`src/rtl/flag_branch_unit_pkg.sv`:
```
`default_nettype none
// ============================================================================
//  Module      : flag_branch_unit_pkg
//  Description : Shared definitions for the flag/branch unit: ALU opcodes,
//                flag bit positions, branch condition codes, FSM states and
//                the per-opcode flag write-mask decoder.
//  Revision    : 1.0  initial release
// ============================================================================
package flag_branch_unit_pkg;

  // ALU opcodes as seen in the EX stage
  localparam logic [2:0] OP_ADD    = 3'b000;
  localparam logic [2:0] OP_SUB    = 3'b001;
  localparam logic [2:0] OP_XOR    = 3'b010;
  localparam logic [2:0] OP_RED    = 3'b011;
  localparam logic [2:0] OP_SLL    = 3'b100;
  localparam logic [2:0] OP_SRA    = 3'b101;
  localparam logic [2:0] OP_ROR    = 3'b110;
  localparam logic [2:0] OP_PADSUB = 3'b111;

  // Bit positions inside the {Z,V,N} flag vector
  localparam int FLAG_Z = 2;
  localparam int FLAG_V = 1;
  localparam int FLAG_N = 0;

  // Branch condition codes
  typedef enum logic [2:0] {
    COND_NE = 3'b000,
    COND_EQ = 3'b001,
    COND_GT = 3'b010,
    COND_LT = 3'b011,
    COND_GE = 3'b100,
    COND_LE = 3'b101,
    COND_OV = 3'b110,
    COND_UN = 3'b111
  } cond_e;

  // Branch-resolution FSM state (one bit)
  typedef logic [0:0] state_t;
  localparam state_t ST_EVAL = 1'b0;
  localparam state_t ST_HOLD = 1'b1;

  // Which flags an opcode is allowed to overwrite
  function automatic logic [2:0] write_mask(input logic [2:0] op);
    logic [2:0] m;
    m = 3'b000;
    case (op)
      OP_ADD, OP_SUB:                 m = 3'b111;
      OP_XOR, OP_SLL, OP_SRA, OP_ROR: m = 3'b100;
      default:                        m = 3'b000;
    endcase
    return m;
  endfunction

endpackage
`default_nettype wire

```
`src/rtl/flag_branch_unit_cond_eval.sv`:
```
`default_nettype none
// ============================================================================
//  Module      : flag_branch_unit_cond_eval
//  Description : Purely combinational branch condition evaluator. Maps a
//                {Z,V,N} flag vector and a 3-bit condition code to taken.
//  Revision    : 1.0  initial release
// ============================================================================
module flag_branch_unit_cond_eval
  import flag_branch_unit_pkg::*;
(
  input  logic [2:0] flags_i,
  input  logic [2:0] cond_i,
  output logic       taken_o
);

  logic z;
  logic v;
  logic n;

  assign z = flags_i[FLAG_Z];
  assign v = flags_i[FLAG_V];
  assign n = flags_i[FLAG_N];

  // Condition table lookup
  always_comb begin
    taken_o = 1'b0;
    case (cond_e'(cond_i))
      COND_NE: taken_o = !z;
      COND_EQ: taken_o = z;
      COND_GT: taken_o = !z && !n;
      COND_LT: taken_o = n;
      COND_GE: taken_o = z || !n;
      COND_LE: taken_o = z || n;
      COND_OV: taken_o = v;
      COND_UN: taken_o = 1'b1;
      default: taken_o = 1'b0;
    endcase
  end

endmodule
`default_nettype wire

```
`src/rtl/flag_branch_unit.sv`:
```
`default_nettype none
// ============================================================================
//  Module      : flag_branch_unit
//  Description : Architectural Z/V/N flag register fed by the EX-stage ALU,
//                plus decode-stage conditional branch resolution. With
//                BYPASS=0 a branch whose flags are still being produced in
//                EX is held for one cycle; with BYPASS=1 the freshly merged
//                flags are forwarded combinationally instead.
//  Revision    : 1.0  initial release
// ============================================================================
module flag_branch_unit
  import flag_branch_unit_pkg::*;
#(
  parameter int BYPASS = 0
) (
  input  logic       clk,
  input  logic       rst,
  input  logic       stall,
  input  logic       ex_valid,
  input  logic [2:0] ex_opcode,
  input  logic [2:0] ex_flags,
  input  logic       id_is_branch,
  input  logic [2:0] id_cond,
  output logic [2:0] flags_out,
  output logic       branch_stall,
  output logic       branch_valid,
  output logic       branch_taken
);

  logic [2:0] flags_q;
  logic [2:0] flags_d;
  state_t     state_q;
  state_t     state_d;

  logic [2:0] ex_mask;
  logic       ex_writes;
  logic [2:0] flags_merged;
  logic [2:0] cond_flags;
  logic       cond_taken;
  logic       stall_c;
  logic       valid_c;

  assign ex_mask      = write_mask(ex_opcode);
  assign ex_writes    = ex_valid && (ex_mask != 3'b000);
  assign flags_merged = (flags_q & ~ex_mask) | (ex_flags & ex_mask);

  // Masked flag write; a global stall or a bubble leaves the flags alone
  always_comb begin
    flags_d = flags_q;
    if (ex_valid && !stall) begin
      flags_d = flags_merged;
    end
  end

  generate
    if (BYPASS != 0) begin : g_bypass
      // Forward the merged result so the branch never sees stale flags
      assign cond_flags = ex_writes ? flags_merged : flags_q;

      // No waiting: FSM parked in EVAL, branch resolves immediately
      always_comb begin
        state_d = ST_EVAL;
        stall_c = 1'b0;
        valid_c = id_is_branch;
      end
    end else begin : g_stall
      // Branch only ever looks at the committed flag register
      assign cond_flags = flags_q;

      // EVAL/HOLD sequencing: wait one cycle when EX is about to write flags
      always_comb begin
        state_d = state_q;
        stall_c = 1'b0;
        valid_c = 1'b0;
        case (state_q)
          ST_EVAL: begin
            if (id_is_branch) begin
              if (ex_writes) begin
                stall_c = 1'b1;
                if (!stall) begin
                  state_d = ST_HOLD;
                end
              end else begin
                valid_c = 1'b1;
              end
            end
          end
          ST_HOLD: begin
            // A dropped id_is_branch here is a flush: return without resolving
            valid_c = id_is_branch;
            if (!stall) begin
              state_d = ST_EVAL;
            end
          end
          default: state_d = ST_EVAL;
        endcase
      end
    end
  endgenerate

  flag_branch_unit_cond_eval u_cond_eval (
    .flags_i (cond_flags),
    .cond_i  (id_cond),
    .taken_o (cond_taken)
  );

  // Suppress branch outputs while reset is applied so an aborted branch never resolves
  assign branch_stall = stall_c && !rst;
  assign branch_valid = valid_c && !rst;
  assign branch_taken = valid_c && cond_taken && !rst;
  assign flags_out    = flags_q;

  // Flag register and FSM state; global stall freezes both
  always_ff @(posedge clk) begin
    if (rst) begin
      flags_q <= 3'b000;
      state_q <= ST_EVAL;
    end else if (!stall) begin
      flags_q <= flags_d;
      state_q <= state_d;
    end
  end

endmodule
`default_nettype wire
```
`config.mk`:
```
export PLATFORM = sky130hd
export DESIGN_NAME = flag_branch_unit
export DESIGN_NICKNAME = d
export VERILOG_FILES = /design/src/rtl/flag_branch_unit_pkg.sv /design/src/rtl/flag_branch_unit_cond_eval.sv /design/src/rtl/flag_branch_unit.sv
export SDC_FILE = /design/constraint.sdc
export NUM_CORES = 1
export LEC_CHECK = 0
export ABC_CLOCK_PERIOD_IN_PS = 1550
export BUFFER_PORTS_ARGS = -buffer_cell sky130_fd_sc_hd__buf_2
export CAP_MARGIN = 20
export CORE_AREA = 2 2 39 41
export CTS_CLUSTER_SIZE = 25
export DETAILED_ROUTE_END_ITERATION = 8
export DIE_AREA = 0 0 41 43
export GPL_ROUTABILITY_DRIVEN = 0
export GPL_TIMING_DRIVEN = 0
export REMOVE_ABC_BUFFERS = 1
export SETUP_SLACK_MARGIN = 0.15
export SLEW_MARGIN = 10
export SYNTH_ARGS = -nofsm -noshare
export SYNTH_HDL_FRONTEND = slang
export SYNTH_HIERARCHICAL = 1
export SYNTH_SLANG_ARGS = --single-unit
```
`constraint.sdc`:
```
create_clock -name clk -period 1.55 [get_ports clk]
set_input_delay 0.0775 -clock clk [delete_from_list [all_inputs] [get_ports clk]]
set_output_delay 0.0775 -clock clk [all_outputs]
set_load 0.1 [all_outputs]
```
=== After elaboration in Yosys (flattened, before gate mapping) ===
Cells that the tools add are included.

* Bits in registers: 4
* Latch bits: 0
* Bits in writable memories: 0
* ROM bits: 0
* Input port bits: 14
* Output and inout bits: 6
* Memories: 0

* Add/subtract/negate cells: 0
* Multiply operators: 0
* Div/mod/pow operators: 0
* Order comparisons: 0
* Equality and inequality tests: 12
* Shift operators: 0
* Mux-type cells: 9
* Bitwise operators: 6
* Reductions and logical operators: 19

{| class="wikitable"
|+ Operator list
! cell !! number
|-
| $eq A3 B3 Y1 const B || 7
|-
| $eq A3 B2 Y1 const B || 3
|-
| $pmux W1 S8 || 1
|-
| $logic_and A1 B1 Y1 || 7
|-
| $and A3 B3 Y3 || 2
|-
| $eq A3 B1 Y1 const B || 2
|-
| $logic_not A3 Y1 || 2
|-
| $pmux W3 S2 || 1
|-
| $mux W1 || 5
|-
| $logic_not A1 Y1 || 4
|-
| $pmux W1 S2 || 2
|-
| $reduce_or A4 Y1 || 1
|-
| $not A3 Y3 || 1
|-
| $or A3 B3 Y3 || 1
|-
| $reduce_bool A3 Y1 || 1
|-
| $logic_or A1 B1 Y1 || 2
|-
| $not A1 Y1 || 2
|-
| $reduce_and A2 Y1 || 1
|-
| $reduce_or A2 Y1 || 1
|}

=== Logic depth before layout (Yosys ltp) ===
Gate-level depths: netlist of the first run.

* Depth after elaboration: 10
* Mapped depth: 5
* Depth with buffers taken out: 5

=== Hierarchy ===
The synthesis of the first run kept the hierarchy.

{| class="wikitable"
|+ By module, submodules not included
! module !! times used !! cells each !! area an instance (µm²) !! seq. area each (µm²)
|-
| flag_branch_unit || 1 || 21 || 211.5 || 80.1
|-
| flag_branch_unit_cond_eval || 1 || 11 || 76.3 || 0.0
|}

=== Least setup slack after synthesis of the first run ===
Ideal clock, no wire load.

* Path kind: register -> output
* Start: register (tool-made name)
* End: output port branch_taken
* Arrival: 2.333 ns
* Path slack: -0.861 ns
* Stages on the path, launching flop included: 6
* Path buffers: 0
* Cells stage by stage: dfxtp_1 > nand2_1 > mux2i_1 > a21oi_1 > o21a_1 > and4b_1

{| class="wikitable"
|+ RTL lines
! item !! line !! RTL
|-
| end, declared || flag_branch_unit.sv:27 || <nowiki>output logic branch_taken</nowiki>
|}

==> results of run 1 <==
-- critical path: cells and delay by family (launching register included) --
kind	cells	cell delay (ns)
flops	1	0.36
compound gates	2	0.25
simple gates	1	0.23
mux	1	0.18
buf+inv	1	0.18
-- how the worst min path moves through the flow --
stage,start,end,slack (ns),cells past startpoint
after detailed placement,rst,register,0.33,2
after CTS,rst,register,0.06,2
after global placement,ex_flags[1],register,0.32,3
after floorplan,rst,register,0.15,1
after global routing,rst,register,0.09,2
final,rst,register,0.08,2
-- cell usage in the layout, fill, tap and decap left out --
master	instances
a21oi_1	1
and4b_1	1
buf_12	1
buf_2	16
clkbuf_4	5
dfxtp_1	2
dfxtp_2	1
dfxtp_4	1
inv_1	1
mux2i_1	5
nand2_1	3
nand2b_1	4
nand3b_1	3
nor2_1	3
nor2b_1	1
nor2b_2	1
nor4b_4	1
o21a_1	1
o21ai_0	1
o31a_1	1
o32ai_1	1
-- final cells by class --
class                      count  area (um2)
multi-input combinational     27         204
sequential                     4        85.1
tap                           16        20.0
timing repair buffer          19         115
clock buffer                   3        22.5
inverter                       1        3.75
fill                         156         933
-- where the power goes --
group | switching, uW | total, uW | internal, uW | leakage [uW]
Clock | 39.7 | 126 | 86.4 | 0.0000138
Sequential | 2.77 | 109 | 106 | 0.0000337
Combinational | 69.8 | 109 | 38.9 | 0.000164
Total | 112 | 343 | 231 | 0.000212
-- routing by layer --
metal,up-vias,GRT usage (%),part of all wire (%)
met1,134,11.3,43
li1,162,-,-
met4,0,6.00,0
met2,11,13.1,48
met5,-,0,0
met3,0,3.14,9.0
-- kinds of logic (layout without fill, tap and decap cells) --
group                  Yosys count  after routing  synth area share, %
AO/OA/AOI/OAI                    5              5                 12.2
buffers and inverters            1             23                 1.30
flip-flops                       4              4                 27.8
multiplexers                     5              5                 17.4
AND/OR/NAND/NOR                 17             17                 41.3
-- metrics by stage --
step	TNS (ns)	setup WS, ns	hold WS (ns)	utilization (%)	std cells
after detailed placement	0	0.0301	0.326	29.1	67
final	0	0.0450	0.0756	32.5	70
after global routing	-0.0635	-0.0635	0.0892	32.5	70
after global placement	0	0.0428	0.318	29.1	67
after CTS	0	0.0159	0.0649	32.2	70
after floorplan	-1.47	-0.861	0.150	-	32
-- repair_timing --
item,CTS,global route
hold buffers,0,0
gates resized for setup,7,2
endpoints found under the setup margin,1,3
pin swaps,1,0
==> metrics, run 1 <==
result of the run completed; vias per cell 4.39; Die X-Extent 41 um; path type of the worst setup path register to primary output; total number of H-tree levels 1; core box area 1380 um2; most instantiated flip-flop cell in the synthesis netlist dfxtp_1; Tightest Pin Transition 0.486 ns; number of slew-limit violations in the final report 0; slowest stage delay, CP 0.36 ns; worst setup path endpoint branch_taken; worst reg2reg setup slack 0.66 ns; Routed WL 635 um; commonest cells in the netlist 5 x mux2i_1, 4 x dfxtp_1, 4 x nand2b_1; CTS tree built; Period minus WS final 1.51 ns; max-capacitance violation count 0; RSZ-0062 raised after global routing true; antenna diode instance count 0; Top-Level Pins 20; area growth from synthesis to layout 56.5%; final setup violation count 0; Req. time, crit path 1.47 ns; synthesis warning total 6; overall power 343 uW; Setup Fix Bufs, Post-CTS 0; Net count, final 70; count of distinct cell types in the synthesized netlist 16; wire length of the first global-routing pass 1090 um; height of the chip 43 um; power per unit of standard cell area 762 nW/um2; Critical Path Source Type register; sequential fraction of the synthesis area 27.8%; number of global-route vias before repair 296; area of the die 1760 um2; top cells by area, synth dfxtp_1 28%, mux2i_1 17%, nand2b_1 8.7%, nor4b_4 8.3%, nand3b_1 7.8%; maximum achievable frequency 0.664 GHz; total grt overflow 0; clock skew after layout 0 ns; proportion of layout cells with a drive suffix above 1 48.1%; Initial Util 20.8%; Post-Synthesis Cells 32; ordered cell list for the critical path mux2i_1 -> o31a_1 -> o21a_1 -> and4b_1 -> buf_12; post-placement cell area 403 um2; leakage 0.000212 uW; fraction of registers with async set/reset 0%; Tightest Hold Check Type input pin to register; synthesized area per cell 8.99 um2; EDFF count, synth 0; post-CTS clock slew at the launch and capture registers of the worst setup and hold paths 0.04 ns; aggregate global-route resource usage 9.24%; Via Count 307; Register-to-Register Path Depth 2; register bit total from synthesis 4; share of the clock period used by the worst path 97.1%; data arrival time of the worst path 1.43 ns; largest net degree at the start of global routing 8; number of antenna-violating nets in the routed design 0; library cell with the largest summed area after synthesis dfxtp_1; TritonCTS buffer count 3; Clock Latency Late Sink 0.23 ns; floorplan row count 14; Crit Reg-Reg Endpoint state_q; CTS max path bufs 2; worst relative slew slack 67.8%; final design instance area without fill 450 um2; per-cell routed wire length 9.07 um; clock sink total 4; area fraction of the dominant cell type after synthesis 27.8%; final hold violation count 0; highest-delay cell along the critical path dfxtp_4; drc violations 0; source of the worst register-to-register timing path state_q; Iteration-0 DRC Markers 3; DRT Pass-1 Iters 2; Cell Area, Synth 288 um2; most common cell in the synthesized netlist mux2i_1; Worst IR Drop VDD 0.425 mV; kind of end point of the critical path primary output; library cell used as clock root buffer clkbuf_4; number of antenna violations at the first check in global routing 0; quantity of I/O buffers inserted on ports 19; maximum net fanout on the critical path 5
No activity file was read; power rests on OpenSTA's default activity.
==> inputs of run 2 (changes only) <==
--- a/config.mk
+++ b/config.mk
@@ -15,7 +15,7 @@
 export GPL_ROUTABILITY_DRIVEN = 0
 export GPL_TIMING_DRIVEN = 0
 export REMOVE_ABC_BUFFERS = 1
-export SETUP_SLACK_MARGIN = 0.15
+export SETUP_SLACK_MARGIN = 0.1
 export SLEW_MARGIN = 10
 export SYNTH_ARGS = -nofsm -noshare
 export SYNTH_HDL_FRONTEND = slang
==> run 2 against run 1 <==
Clock power barely moved. Maximum frequency about the same. Sequential share of layout area rose by 0.21 points. Clock-buffer cell count is the same. Sequential power barely moved. Clock skew unchanged. Largest cell class unchanged. Worst setup slack hardly changed. Critical path type unchanged.
==> metrics, run 2 (same netlist as run 1, synthesis figures left out) <==
Clock Power Share 36.9%; clock sink total 4; max-capacitance violation count 0; Internal Pwr Total 230 uW; filler cell count 155; most common library cell in the layout ignoring fill and taps buf_2; setup TNS 0 ns; proportion of layout cells with a drive suffix above 1 48.1%; path type of the worst setup path register to primary output; aggregate global-route resource usage 9.24%; wire length of the first global-routing pass 1090 um; relative contribution of sequential cells to total power 31.7%; switching pwr 112 uW; data arrival time of the worst path 1.43 ns; number of slew-limit violations in the final report 0; Worst Path Buf+Inv 1; final setup violation count 0; leakage 0.000212 uW; total number of H-tree levels 1; overall power 342 uW; most frequent cells in the layout 18 x buf_2, 5 x mux2i_1, 4 x nand2b_1; largest net degree at the start of global routing 8; Net count, final 70; power per unit of standard cell area 768 nW/um2; DRT Pass-1 Iters 2; RSZ-0062 raised after global routing true; # placed instances 67; Post-Layout Cell Count 70; Worst IR Drop VDD 0.425 mV; library cell used as clock root buffer clkbuf_4; share of the clock period used by the worst path 97.1%; post-CTS clock slew at the launch and capture registers of the worst setup and hold paths 0.04 ns; final core utilization 32.2%; Via Count 307; Tightest Hold Check Type input pin to register; number of antenna violations at the first check in global routing 0; Initial Util 20.8%; core box area 1380 um2; area of the die 1760 um2; Req. time, crit path 1.47 ns; Setup Fix Bufs, Post-CTS 0; per-cell routed wire length 9.10 um; result of the run completed; final hold slack 0.0756 ns; Iteration-0 DRC Markers 3; Period minus WS final 1.51 ns; total grt overflow 0; TritonCTS buffer count 3; Worst path top cell family by delay flip-flops; Tightest Pin Transition 0.486 ns; number of global-route vias before repair 296; clock skew after layout 0 ns; maximum net fanout on the critical path 5; final hold violation count 0; maximum achievable frequency 0.664 GHz; Critical Path Source Type register; number of antenna-violating nets in the routed design 0; vias per cell 4.39; area growth from synthesis to layout 54.8%; Routed WL 637 um; CTS tree built; antenna diode instance count 0; CTS max path bufs 2; Top-Level Pins 20; highest-delay cell along the critical path dfxtp_4; ordered cell list for the critical path mux2i_1 -> o31a_1 -> o21a_1 -> and4b_1 -> buf_12; kind of end point of the critical path primary output; Die X-Extent 41 um; switching share of power 32.8%; worst relative slew slack 67.8%; drc violations 0; hold-fix buffers at CTS 0; floorplan row count 14; Clock Latency Late Sink 0.23 ns; portion of total power attributed to combinational logic 31.4%; quantity of I/O buffers inserted on ports 19; height of the chip 43 um; slowest stage delay, CP 0.36 ns
## run 2: cell types whose count changed in the layout (fill, tap and decap cells not counted), sizes merged
cell / before / now
buf: 17 / 19
clkbuf: 5 / 3
## run 2: power by group through the flow
stage | Combinational, uW | Clock (uW) | Sequential [uW]
3_3_place_gp | 103 | 0 | 111
5_1_grt | 116 | 140 | 109
6_report | 108 | 126 | 109
4_1_cts | 108 | 136 | 109
2_1_floorplan | 54.3 | 0 | 127
3_5_place_dp | 104 | 0 | 111
## run 2: layer usage
layer  GRT usage [%]  wire [um]  vias to the layer above
met5               0          0                        -
met3            3.14         58                        0
met2            13.1        305                       11
met4            6.00          0                        0
met1            11.3        273                      134
li1                -          -                      162
## run 2: worst paths after layout
path / startpoint / to / slack [ns] / depth (start not counted)
setup / recovery: register / branch_taken / 0.04 / 5
hold / removal: rst / register / 0.08 / 2
setup reg to reg: state_q / state_q / 0.66 / 2
hold reg to reg: state_q / state_q / 0.48 / 2
## run 2: final cells by class
class / instances / area, um2 / area share [%]
Multi-Input combinational cell: 27 / 204 / 45.8
Timing Repair Buffer: 19 / 110 / 24.7
Sequential cell: 4 / 85.1 / 19.1
Clock buffer: 3 / 22.5 / 5.06
Tap cell: 16 / 20.0 / 4.49
Inverter: 1 / 3.75 / 0.843
## run 2: per-stage QoR
step | instance area, um2 | setup slack [ns]
after CTS | 445 | 0.0159
after global placement | 403 | 0.0428
after floorplan | 288 | -0.861
final | 445 | 0.0449
after global routing | 445 | -0.0635
after detailed placement | 403 | 0.0301
## run 2: repair_timing
action                                  CTS  global route
resized for setup                         7             0
pin swaps                                 1             0
cloned                                    0             0
endpoints found under the setup margin    1             1
## run 2: worst reg2reg max path, stage by stage (launching register included)
cell and delay (ns):
dfxtp_1 0.30, nand3b_1 0.19, o32ai_1 0.30
